File: config.mk
export PLATFORM = sky130hd
export DESIGN_NAME = bcd_hex_counter_display_flat
export DESIGN_NICKNAME = d
export VERILOG_FILES = /design/src/rtl/bcd_hex_counter_display_pkg.sv /design/src/rtl/bcd_hex_counter_display_if.sv /design/src/rtl/bcd_hex_counter_display_counter_digit.sv /design/src/rtl/bcd_hex_counter_display.sv /design/src/flat_wrapper.sv
export SDC_FILE = /design/constraint.sdc
export NUM_CORES = 1
export LEC_CHECK = 0
export CAP_MARGIN = 25
export CORE_ASPECT_RATIO = 0.6
export CORE_MARGIN = 2
export CORE_UTILIZATION = 40
export CTS_BUF_LIST = sky130_fd_sc_hd__clkbuf_8
export DETAILED_ROUTE_END_ITERATION = 12
export GPL_TIMING_DRIVEN = 0
export PLACE_DENSITY = 0.68
export SLEW_MARGIN = 20
export SYNTH_ARGS = -nofsm -noshare
export SYNTH_HDL_FRONTEND = slang
export SYNTH_SLANG_ARGS = --single-unit
File: constraint.sdc
create_clock -name Clock -period 2.35 [get_ports Clock]
set_input_delay 0.5875 -clock Clock [delete_from_list [all_inputs] [get_ports Clock]]
set_output_delay 0.5875 -clock Clock [all_outputs]
set_load 0.005 [all_outputs]
File: src/rtl/bcd_hex_counter_display_pkg.sv
// Shared constants for the multi-digit up/down counter: digit limits, the
// active-low seven-segment glyph table and the direction encoding.
package bcd_hex_counter_display_pkg;

    localparam logic [3:0] DIGIT_MAX_HEX = 4'hF;
    localparam logic [3:0] DIGIT_MAX_BCD = 4'd9;

    // Index n holds the a..g pattern (a in bit 6) for digit value n.
    localparam logic [15:0][6:0] SEG_TABLE = {
        7'b0111000,  // F
        7'b0110000,  // E
        7'b1000010,  // d
        7'b0110001,  // C
        7'b1100000,  // b
        7'b0001000,  // A
        7'b0000100,  // 9
        7'b0000000,  // 8
        7'b0001111,  // 7
        7'b0100000,  // 6
        7'b0100100,  // 5
        7'b1001100,  // 4
        7'b0000110,  // 3
        7'b0010010,  // 2
        7'b1001111,  // 1
        7'b0000001   // 0
    };

    typedef enum logic {
        DIR_DOWN = 1'b0,
        DIR_UP   = 1'b1
    } dir_e;

    function automatic logic [3:0] digit_max(input logic bcd);
        return bcd ? DIGIT_MAX_BCD : DIGIT_MAX_HEX;
    endfunction

    function automatic logic [6:0] seg_encode(input logic [3:0] digit);
        return SEG_TABLE[digit];
    endfunction

endpackage

File: src/rtl/bcd_hex_counter_display_if.sv
// Control, data and display bundle between the board inputs/HEX displays
// and the counter core.
interface bcd_hex_counter_display_if #(
    parameter int DIGITS = 4
);
    logic                  Enable;
    logic                  Up;
    logic                  Load;
    logic [4*DIGITS-1:0]   LoadValue;
    logic [4*DIGITS-1:0]   Q;
    logic                  Carry;
    logic [7*DIGITS-1:0]   Segments;

    modport master (
        output Enable, Up, Load, LoadValue,
        input  Q, Carry, Segments
    );

    modport slave (
        input  Enable, Up, Load, LoadValue,
        output Q, Carry, Segments
    );
endinterface

File: src/rtl/bcd_hex_counter_display_counter_digit.sv
// One 4-bit counter digit: computes its next value and the carry/borrow
// handed to the next more significant digit. Purely combinational.
module counter_digit
    import bcd_hex_counter_display_pkg::*;
#(
    parameter bit BCD = 1'b0
) (
    input  logic       up_i,
    input  logic       cin_i,
    input  logic       load_i,
    input  logic [3:0] load_data_i,
    input  logic [3:0] digit_i,
    output logic [3:0] next_o,
    output logic       cout_o
);
    localparam logic [3:0] MAX = digit_max(BCD);

    logic at_max;
    logic at_zero;
    dir_e dir;

    assign dir     = dir_e'(up_i);
    assign at_max  = (digit_i == MAX);
    assign at_zero = (digit_i == 4'd0);

    // Carry/borrow only propagates when every lower digit is also at its limit.
    assign cout_o = cin_i & ((dir == DIR_UP) ? at_max : at_zero);

    always_comb begin
        next_o = digit_i;
        if (load_i) begin
            next_o = (load_data_i > MAX) ? MAX : load_data_i;
        end else if (cin_i) begin
            if (dir == DIR_UP) begin
                next_o = at_max ? 4'd0 : digit_i + 4'd1;
            end else begin
                next_o = at_zero ? MAX : digit_i - 4'd1;
            end
        end
    end

endmodule

File: src/rtl/bcd_hex_counter_display.sv
// Parametrised hex/BCD up/down counter with load, wrap-or-saturate limits,
// terminal-count flag and active-low seven-segment output per digit.
module bcd_hex_counter_display
    import bcd_hex_counter_display_pkg::*;
#(
    parameter int DIGITS   = 4,
    parameter int BCD      = 0,
    parameter int SATURATE = 0
) (
    input  logic                          Clock,
    input  logic                          Clear,
    bcd_hex_counter_display_if.slave      bus
);
    localparam bit IS_BCD = (BCD != 0);
    localparam bit IS_SAT = (SATURATE != 0);

    logic [4*DIGITS-1:0] q_q;
    logic [4*DIGITS-1:0] q_d;
    logic [4*DIGITS-1:0] next_w;
    logic                carry_q;
    logic                carry_d;
    logic [DIGITS:0]     chain;
    logic                at_limit;

    // chain[i] is the count enable into digit i; chain[DIGITS] means the
    // whole counter sits at its limit for the current direction.
    assign chain[0] = bus.Enable;
    assign at_limit = chain[DIGITS];

    for (genvar g = 0; g < DIGITS; g++) begin : g_digit
        counter_digit #(
            .BCD (IS_BCD)
        ) u_digit (
            .up_i        (bus.Up),
            .cin_i       (chain[g]),
            .load_i      (bus.Load),
            .load_data_i (bus.LoadValue[4*g +: 4]),
            .digit_i     (q_q[4*g +: 4]),
            .next_o      (next_w[4*g +: 4]),
            .cout_o      (chain[g+1])
        );

        assign bus.Segments[7*g +: 7] = seg_encode(q_q[4*g +: 4]);
    end

    always_comb begin
        q_d     = q_q;
        carry_d = 1'b0;
        if (bus.Load) begin
            q_d = next_w;
        end else if (bus.Enable) begin
            carry_d = at_limit;
            if (!(at_limit && IS_SAT)) begin
                q_d = next_w;
            end
        end
    end

    always_ff @(posedge Clock or posedge Clear) begin
        if (Clear) begin
            q_q     <= '0;
            carry_q <= 1'b0;
        end else begin
            q_q     <= q_d;
            carry_q <= carry_d;
        end
    end

    assign bus.Q     = q_q;
    assign bus.Carry = carry_q;

endmodule

File: src/flat_wrapper.sv
// flat-port wrapper written by rule: the top's interface ports become plain ports
module bcd_hex_counter_display_flat import bcd_hex_counter_display_pkg::*;
#(
    parameter int DIGITS   = 4,
    parameter int BCD      = 0,
    parameter int SATURATE = 0
)
  (Clock, Clear, bus_Enable, bus_Up, bus_Load, bus_LoadValue, bus_Q, bus_Carry, bus_Segments);
  bcd_hex_counter_display_if #(.DIGITS(DIGITS)) bus_i ();
  input  logic Clock;
  input  logic Clear;
  input wire logic [$bits(bus_i.Enable)-1:0] bus_Enable;
  input wire logic [$bits(bus_i.Up)-1:0] bus_Up;
  input wire logic [$bits(bus_i.Load)-1:0] bus_Load;
  input wire logic [$bits(bus_i.LoadValue)-1:0] bus_LoadValue;
  output wire logic [$bits(bus_i.Q)-1:0] bus_Q;
  output wire logic [$bits(bus_i.Carry)-1:0] bus_Carry;
  output wire logic [$bits(bus_i.Segments)-1:0] bus_Segments;
  assign bus_i.Enable = bus_Enable;
  assign bus_i.Up = bus_Up;
  assign bus_i.Load = bus_Load;
  assign bus_i.LoadValue = bus_LoadValue;
  assign bus_Q = bus_i.Q;
  assign bus_Carry = bus_i.Carry;
  assign bus_Segments = bus_i.Segments;
  bcd_hex_counter_display #(.DIGITS(DIGITS), .BCD(BCD), .SATURATE(SATURATE)) u_core (.Clock(Clock), .Clear(Clear), .bus(bus_i));
endmodule
==> results_dict.tcl <==
set metrics [dict create \
    status "completed" \
    cts_sinks 17 \
    fin_cells 517 \
    holdWs_ns 0.739 \
    worstPathArrival_ns 1.76 \
    synth_top_cell_by_area "dfrtp_1" \
    seqCellArea_um2 434 \
    ys_seq_area_share_pct 17.1 \
    route.vias.total 3005 \
    min_path_type "in -> async" \
    cts_root_buf "clkbuf_8" \
    n_antenna_cell 0 \
    maxSlewViolCount 0 \
    skew_ns 0.00665 \
    ys_types 68 \
    die_y_um 65.0 \
    core_area_um2 6060 \
    wl_um 8820 \
    hold_viol 0 \
    timing.max_cap.violations 0 \
    cp-end-kind "output port" \
    relSlewSlack_pct 51.9 \
    wl_per_cell_um 17.1 \
    syn_inst 324 \
    power_mw 1.70 \
    yosys_warnings 0 \
    synth-compound-area-share_pct 30.0 \
    syn_nets 369 \
    fin_nets 479 \
    fillerInstances 537 \
    setup_violations 0 \
    ys_top_cells_by_area "dfrtp_1, ha_1, o21ai_0, mux2i_1, nand2_1" \
    remaining_drc_errors 0 \
    place.gp.congestion 0.862 \
    period_share_pct 99.7 \
    post-route-min-period_ns 2.34 \
    initial_utilization_pct 41.0 \
    tightest_slew_ns 0.721 \
    cts_tree "yes" \
    synth.area.mux_share_pct 8.92 \
    synth_edf_count 0 \
    synthAdderAreaFrac_pct 12.1 \
    grt_pass1_wl_um 13800 \
    grt-ovfl-total 0 \
    drtPass1Iterations 5 \
    drive_above_1_share_pct 33.7 \
    cp.required_ns 1.76 \
    dp_slack_ns -0.401 \
    grt_pass1_vias 2747 \
    port_buffers 65 \
    die-area_um2 6880 \
    cts_buffers 3 \
    synth_seq_cells 17 \
    synth_top_area_share_pct 17.1 \
    syn_area_per_cell_um2 7.67 \
    h-tree-depth 1 \
    drt-initial-drc-count 245 \
    leakage_nw 1.65 \
    ys.flop_type "dfrtp_1" \
    syn2layout_area_growth_pct 56.9 \
    die_w_um 106 \
    io_pins 66 \
    rsz0062_at_grt "yes" \
    worstSetupPathType "reg -> out" \
    clockBufferDepth 2 \
    synthSimpleGateAreaFrac_pct 22.4 \
    synth_async_sr_flop_share_pct 100 \
    grt_util_all_layers_pct 24.9 \
    grt_max_degree 18 \
    dp_cells 473 \
    crit_fanout 4 \
    clkTransAtPathRegs_ns 0.09 \
    hpwl_um 5550 \
    synth-xor-area-share_pct 0.705 \
    clk_latency_ns 0.27 \
    worstSetupStartpointType "flip-flop" \
    routed_via_density 5.81 \
    powerDensity_nw_per_um2 438 \
    synth_area_um2 2480 \
    max_freq_mhz 427 \
    postRouteAntennaNets 0 \
    num_rows 22 \
    peakVddDrop_mv 0.244 \
    fin_ws_ns 0.00603 \
    multi_input_area_um2 2060 \
    synth_top_family_by_area "compound AO/OA/AOI/OAI gates" \
    antenna_found_initial 0 \
]
==> report_power, final <==
part           switching (mW)  total (mW)  internal, mW  leakage [nW]
clock                   0.132       0.250         0.119        0.0255
combinational           0.523        1.10         0.578          1.43
sequential             0.0310       0.354         0.323         0.193
==> per-stage QoR <==
| step | util [%] | instance area, um^2 | TNS [ns] |
|---|---|---|---|
| after global placement | 53.5 | 3240 | -7.50 |
| after CTS | 61.8 | 3740 | -0.111 |
| after detailed placement | 53.5 | 3240 | -8.29 |
| after floorplan | - | 2480 | 0 |
| final | 64.3 | 3900 | 0 |
| after global routing | 64.3 | 3900 | -0.170 |
==> worst paths after layout <==
path / startpoint / endpoint / slack (ns) / cells after the start
min in group Clock: u_core.bus.Q[1] / u_core.bus.Q[1] / 0.78 / 3
hold reg to reg: u_core.bus.Q[1] / u_core.bus.Q[1] / 0.78 / 3
hold / removal: Clear / u_core.bus.Q[1] / 0.74 / 2
max in group asynchronous: Clear / u_core.bus.Q[9] / 1.11 / 2
setup / recovery: u_core.bus.Q[4] / bus_Segments[7] / 0.006 / 7
setup reg to reg: u_core.bus.Q[4] / u_core.bus.Q[15] / 0.13 / 8
==> critical path, cell delays in order, from the launching register on <==
cell	delay, ns
dfrtp_1	0.37
clkbuf_8	0.14
clkinvlp_4	0.13
ha_4	0.20
buf_6	0.12
ha_4	0.14
mux2_4	0.27
buf_6	0.12
==> cell families (layout without fill, tap and decap cells) <==
logic type | Yosys count | after routing
compound gates | 110 | 110
buf+inv | 51 | 160
flops | 17 | 17
xor+xnor | 2 | 2
mux | 19 | 19
simple gates | 101 | 101
fa+ha+maj | 24 | 24
==> layer usage <==
| layer | routed length [um] | up-vias | track usage (%) |
|---|---|---|---|
| met5 | 0 | - | 0 |
| met4 | 100 | 0 | 4.44 |
| met3 | 708 | 17 | 4.83 |
| met2 | 3930 | 161 | 38.6 |
| met1 | 4080 | 1419 | 36.1 |
| li1 | - | 1408 | - |
==> synthesized netlist by cell type, types with 6 or more instances <==
cell / count
mux2i_1: 12
ha_1: 24
nor2_1: 26
a21oi_1: 18
o21ai_0: 37
clkbuf_1: 14
a211oi_1: 8
inv_1: 22
buf_2: 10
nor2b_1: 6
nand2_1: 29
dfrtp_1: 17
==> area by class of cell <==
cell class                      instances  area share [%]
Sequential cell                        17            11.1
Buffer                                 27            5.11
Clock buffer                            3            1.06
Tap cell                               84            2.70
Inverter                               22            2.79
Multi-Input combinational cell        256            53.0
Timing Repair Buffer                  107            24.1
Clock inverter                          1           0.128
==> placed cells by master, fill, tap and decap left out, types with 4 or more instances in the layout <==
cell type / synthesis / final
inv_2: 0 / 4
ha_4: 0 / 13
clkbuf_2: 0 / 10
dfrtp_2: 0 / 7
clkbuf_8: 0 / 7
dfrtp_1: 17 / 10
nand2b_1: 5 / 4
a22o_1: 4 / 4
o21ai_0: 37 / 31
nor2_1: 26 / 23
inv_1: 22 / 11
buf_4: 2 / 39
buf_2: 10 / 9
nor3_1: 5 / 4
a31oi_1: 4 / 4
clkdlybuf4s15_1: 0 / 5
o21ai_1: 2 / 7
a21oi_1: 18 / 17
dlygate4sd2_1: 0 / 14
nand2_1: 29 / 29
ha_1: 24 / 9
mux2i_1: 12 / 12
buf_6: 1 / 12
a211oi_1: 8 / 7
clkdlybuf4s50_1: 0 / 36
==> sequential cells by signal, summed over array words and instances, names as in the netlist <==
| signal | flops |
|---|---|
| u_core.bus.Q | 16 |
| u_core.bus.Carry | 1 |
==> repair_timing <==
item / CTS / global route
setup buffers: 31 / 11
pin swaps: 5 / 8
hold buffers: 0 / 0
gates resized for setup: 127 / 43
setup endpoints to repair: 33 / 18
Power figures use the tool's default switching activity.
